===== src/rtl/mem_access_ctrl.sv =====
`default_nettype none
// ============================================================================
// Module   : mem_access_ctrl
// Brief    : Fixed-latency controller in front of two 8-bit byte-lane memories.
//            Latches a CPU request, drives lane address, data and active-low
//            strobes, and returns a one-cycle ready pulse with the read word.
// Revision : 1.0  initial release
// ============================================================================
module mem_access_ctrl #(
  parameter int LATENCY = 4,
  parameter int ADDR_W  = 8
) (
  input  logic              clk,
  input  logic              reset,
  input  logic              mio_en,
  input  logic              r_w,
  input  logic              data_size,
  input  logic [ADDR_W:0]   mar,
  input  logic [15:0]       mdr_in,
  input  logic [7:0]        high_out,
  input  logic [7:0]        low_out,
  output logic [ADDR_W-1:0] lane_addr,
  output logic [7:0]        high_in,
  output logic [7:0]        low_in,
  output logic              high_we_n,
  output logic              low_we_n,
  output logic              r,
  output logic [15:0]       mdr_out
);

  // Counter must hold LATENCY-1; keep at least one bit for LATENCY=1.
  localparam int                 c_CNT_W    = (LATENCY > 1) ? $clog2(LATENCY) : 1;
  localparam logic [c_CNT_W-1:0] c_CNT_INIT = c_CNT_W'(LATENCY - 1);

  typedef enum logic [2:0] {
    S_IDLE  = 3'd0,
    S_WAIT  = 3'd1,
    S_WRITE = 3'd2,
    S_DONE  = 3'd3,
    S_HOLD  = 3'd4
  } state_t;

  state_t             r_state;
  state_t             w_state_nxt;
  logic [c_CNT_W-1:0] r_cnt;
  logic [c_CNT_W-1:0] w_cnt_nxt;
  logic               r_wr;
  logic               r_word;
  logic               r_odd;
  logic               w_accept;
  logic               w_capture;
  logic               w_r_nxt;
  logic               w_high_we_n_nxt;
  logic               w_low_we_n_nxt;

  // State and wait counter; reset forces IDLE immediately.
  always_ff @(posedge clk or negedge reset) begin
    if (!reset) begin
      r_state <= S_IDLE;
      r_cnt   <= '0;
    end else begin
      r_state <= w_state_nxt;
      r_cnt   <= w_cnt_nxt;
    end
  end

  // Next-state logic plus next values of the registered strobes and ready.
  always_comb begin
    w_state_nxt     = r_state;
    w_cnt_nxt       = r_cnt;
    w_accept        = 1'b0;
    w_capture       = 1'b0;
    w_r_nxt         = 1'b0;
    w_high_we_n_nxt = 1'b1;
    w_low_we_n_nxt  = 1'b1;
    case (r_state)
      S_IDLE: begin
        if (mio_en) begin
          w_accept    = 1'b1;
          w_cnt_nxt   = c_CNT_INIT;
          w_state_nxt = S_WAIT;
        end
      end
      S_WAIT: begin
        if (r_cnt == '0) begin
          if (r_wr) begin
            // Strobes are registered here so they are low for exactly the WRITE cycle.
            w_state_nxt     = S_WRITE;
            w_high_we_n_nxt = ~(r_word | r_odd);
            w_low_we_n_nxt  = ~(r_word | ~r_odd);
          end else begin
            w_capture   = 1'b1;
            w_r_nxt     = 1'b1;
            w_state_nxt = S_DONE;
          end
        end else begin
          w_cnt_nxt = r_cnt - 1'b1;
        end
      end
      S_WRITE: begin
        w_r_nxt     = 1'b1;
        w_state_nxt = S_DONE;
      end
      S_DONE: begin
        // A request still held high must not start a second access.
        w_state_nxt = mio_en ? S_HOLD : S_IDLE;
      end
      S_HOLD: begin
        if (!mio_en) begin
          w_state_nxt = S_IDLE;
        end
      end
      default: begin
        w_state_nxt = S_IDLE;
      end
    endcase
  end

  // Request latch, lane drive, strobes, ready pulse and read capture.
  always_ff @(posedge clk or negedge reset) begin
    if (!reset) begin
      r_wr      <= 1'b0;
      r_word    <= 1'b0;
      r_odd     <= 1'b0;
      lane_addr <= '0;
      high_in   <= '0;
      low_in    <= '0;
      high_we_n <= 1'b1;
      low_we_n  <= 1'b1;
      r         <= 1'b0;
      mdr_out   <= '0;
    end else begin
      high_we_n <= w_high_we_n_nxt;
      low_we_n  <= w_low_we_n_nxt;
      r         <= w_r_nxt;
      if (w_accept) begin
        r_wr      <= r_w;
        r_word    <= data_size;
        r_odd     <= mar[0];
        lane_addr <= mar[ADDR_W:1];
        high_in   <= mdr_in[15:8];
        low_in    <= mdr_in[7:0];
      end
      if (w_capture) begin
        mdr_out <= {high_out, low_out};
      end
    end
  end

endmodule
`default_nettype wire

===== config.mk =====
export PLATFORM = sky130hd
export DESIGN_NAME = mem_access_ctrl
export DESIGN_NICKNAME = d
export VERILOG_FILES = /design/src/rtl/mem_access_ctrl.sv
export SDC_FILE = /design/constraint.sdc
export NUM_CORES = 1
export LEC_CHECK = 0
export ABC_AREA = 1
export CORE_MARGIN = 3
export CORE_UTILIZATION = 30
export CTS_CLUSTER_DIAMETER = 60
export DETAILED_ROUTE_END_ITERATION = 7
export PLACE_DENSITY = 0.58
export SKIP_LAST_GASP = 1
export SYNTH_ARGS = -nofsm -noshare
export SYNTH_HDL_FRONTEND = slang
export SYNTH_SLANG_ARGS = --single-unit

===== constraint.sdc =====
create_clock -name clk -period 2.4 [get_ports clk]
set_input_delay 0.6 -clock clk [delete_from_list [all_inputs] [get_ports clk]]
set_output_delay 0.6 -clock clk [all_outputs]
set_load 0.05 [all_outputs]

==> impl_metrics.csv <==
group,metric,value,unit
pwr,comb_power_share,57.5,%
cts,clock_path_buffers,2,
floorplan,die_y,89.66,µm
pwr,peakVddDrop,0.0005246,V
finish,area_growth,51.97,%
synthesis,synth_top_flop_cell,"dfrtp_1",
synthesis,yosys_warnings,0,
timing,fin_crit_sh,91.89,%
detailed_routing,drcViolationCount,0,
finish,finalNetCount,370,
global_route,grtUsageMet2,20.74,%
timing,max_freq,0.4535,GHz
timing,fin_hold_ws,0.3998,ns
finish,finish.utilization,48.58,%
setup_path,arrival,1.61,ns
cts,hold_buffers,0,
global_route,overflow,0,
floorplan,rows,29,
pwr,p_clk_share,12.3,%
pwr,leakagePower,1.529,nW
synthesis,synth_common_cells,"98 x nand2_1, 49 x dfrtp_1, 46 x nand3_1",
setup_path,critPathMaxStageDelay,0.79,ns
synthesis,yosysMostFrequentCell,"nand2_1",
pwr,seqPwrFrac,30.2,%
detailed_routing,routedWlPerCell,12.03,µm
global_route,met3_usage,5.292,%
job,drv_cap,0,
detailed_routing,totalWireLength,5018,µm
cts,cts_setup_buffers,0,
floorplan,io_pins,89,
cts,numCtsBuffers,5,
synthesis,synthArstFlopShare,100.0,%
setup_path,path_buf_inv,1,
synthesis,synth.ff_latch_count,51,
timing,hold_viol,0,
run_status,status,"finished, final reports clean",
timing,rsz0062_at_grt,"false",
synthesis,synth.top_cell.area_share,58.40,%
global_route,antenna_found_initial,0,
placement,dp_hpwl,3565,µm
timing,min_period,2.205,ns
floorplan,die_width,89.66,µm
cts,cts_resized,0,
global_route,grt_pass1_wl,8280,µm
timing,setup_viol,0,
synthesis,synth.avg_cell_area,8.972,µm²
cts,insertion_delay,0.30,ns
floorplan,coreArea,6568,µm²
timing,drv_slew,0,
global_route,grt_util_met1,17.18,%
cts,cts_tree,"done",
global_route,grt_max_degree,52,
finish,regArea,1279,µm²
pwr,design_power_total,4.970,mW
detailed_routing,ant_nets,0,
timing,clock_skew,0.003797,ns
timing,slew_headroom,57.71,%
setup_path,critical-path-slowest-cell,"clkdlybuf4s50_1",
pwr,p_sw_share,49.18,%
setup_path,crit_chain,"clkdlybuf4s50_1",
timing,setup_tns,0,ns
synthesis,ys_types,20,
detailed_routing,vias_per_cell,4.369,
setup_path,crit_family,"buffers and inverters",
floorplan,initial_core_util,31.97,%
synthesis,syn_area,2100,µm²
synthesis,synthCells,234,
detailed_routing,firstDrtPassIters,4,
synthesis,synth_largest_area_cell,"dfrtp_1",
finish,nFillCells,642,
placement,portBuffers,88,
setup_path,critPathMaxFanout,1,
global_route,busiest_layer,"met2",
synthesis,synth.net_count,281,
floorplan,die_area,8038,µm²
finish,num_antenna_cells,0,
synthesis,synth_edf_count,0,
timing,tightest_slew,0.6343,ns
finish,drive_above_1_share,7.716,%
setup_path,required,1.80,ns
setup_path,path_class,"reg -> out",
setup_path,start_kind,"flop",
cts,root_buffer,"clkbuf_8",
min_path,min_path_type,"in -> async",
pwr,p_int,2.526,mW
finish,multiInputGateArea,719.4,µm²
detailed_routing,drt_iter0_markers,57,
cts,clkTransAtPathRegs,0.09,ns
cts,cts.sinks,51,
pwr,p_switching,2.444,mW
detailed_routing,num_vias,1822,
synthesis,synth-seq-area-share,60.91,%
placement,globalplace.congestion,0.7239,
pwr,pwr_density_cell,1558,nW/µm²
global_route,track_usage,13.06,%
global_route,grt_pass1_vias,1820,
setup_path,end_kind,"output pin",
cts,cts.htree.levels,2,
synthesis,ys_top_cells_by_area,"dfrtp_1 58%, nand2_1 18%, nand3_1 11%, dfstp_2 2.5%, buf_2 2.4%",
## worst register-to-register path, cell delays in order (launching register included)
cell and delay [ns]:
dfrtp_1 0.39, inv_1 0.08, ha_1 0.21, inv_2 0.07, nor2_4 0.33, nand2_2 0.31
nand2_1 0.14, nand2_1 0.06
## power groups by stage
stage | clock [mW] | combinational, mW | sequential (mW)
2_1_floorplan | 0 | 0.823 | 2.64
3_3_place_gp | 0 | 2.88 | 1.51
4_1_cts | 0.637 | 2.90 | 1.51
6_report | 0.613 | 2.86 | 1.50
5_1_grt | 0.678 | 3.11 | 1.56
3_5_place_dp | 0 | 2.90 | 1.52
## final timing paths
kind,startpoint,to,slack (ns),cells past startpoint
max in group asynchronous,reset,mdr_out[14],1.58,2
worst max register to register,r_cnt[0],mdr_out[9],0.72,7
worst min register to register,mdr_out[13],mdr_out[13],0.47,2
worst min-delay path,reset,high_in[7],0.40,2
min in group clk,mdr_out[13],mdr_out[13],0.47,2
worst max-delay path,low_we_n,low_we_n,0.19,1
## metal layers
layer | up-vias | routed length [µm]
met5 | - | 0
met4 | 0 | 23
met3 | 2 | 481
met2 | 65 | 2276
met1 | 834 | 2237
li1 | 921 | -
## flip-flops by register name, indices dropped and copies added (netlist names)
register	flops
r_wr	1
high_we_n	1
lane_addr	8
r_state	3
r_cnt	2
r_word	1
high_in	8
r	1
low_in	8
r_odd	1
low_we_n	1
mdr_out	16
## cell type report
type / instances / area share, %
clock buffer: 6 / 2.588
clock inverter: 2 / 1.098
inverter: 8 / 0.9412
multi-input combinational: 162 / 22.55
sequential: 51 / 40.08
tap: 93 / 3.647
timing repair buffer: 95 / 29.10
## layout by cell type (no fill, tap or decap), types with 2 or more instances in the layout
master	n
inv_1	6
nor2_1	5
nand3_1	46
buf_4	7
clkbuf_8	6
dfrtp_1	49
nor2_2	2
clkdlybuf4s50_1	87
nand2_1	98
o21ai_0	2
inv_2	2
dfstp_2	2
## cell families after synthesis
| group | synth area share, % |
|---|---|
| adders and majority gates | 0.5959 |
| and+or+nand+nor | 31.65 |
| AOI/OAI and AO/OA | 1.788 |
| DFF | 60.91 |
| buffers and inverters | 5.065 |
## metrics by stage
step	instances	instance area (µm²)	setup slack, ns
2_1_floorplan	234	2100	1.081
3_3_place_gp	409	3073	0.5150
3_5_place_dp	409	3073	0.5181
4_1_cts	417	3191	0.1778
5_1_grt	417	3191	0.1353
6_report	417	3191	0.1947
No activity file was read; power rests on OpenSTA's default activity.
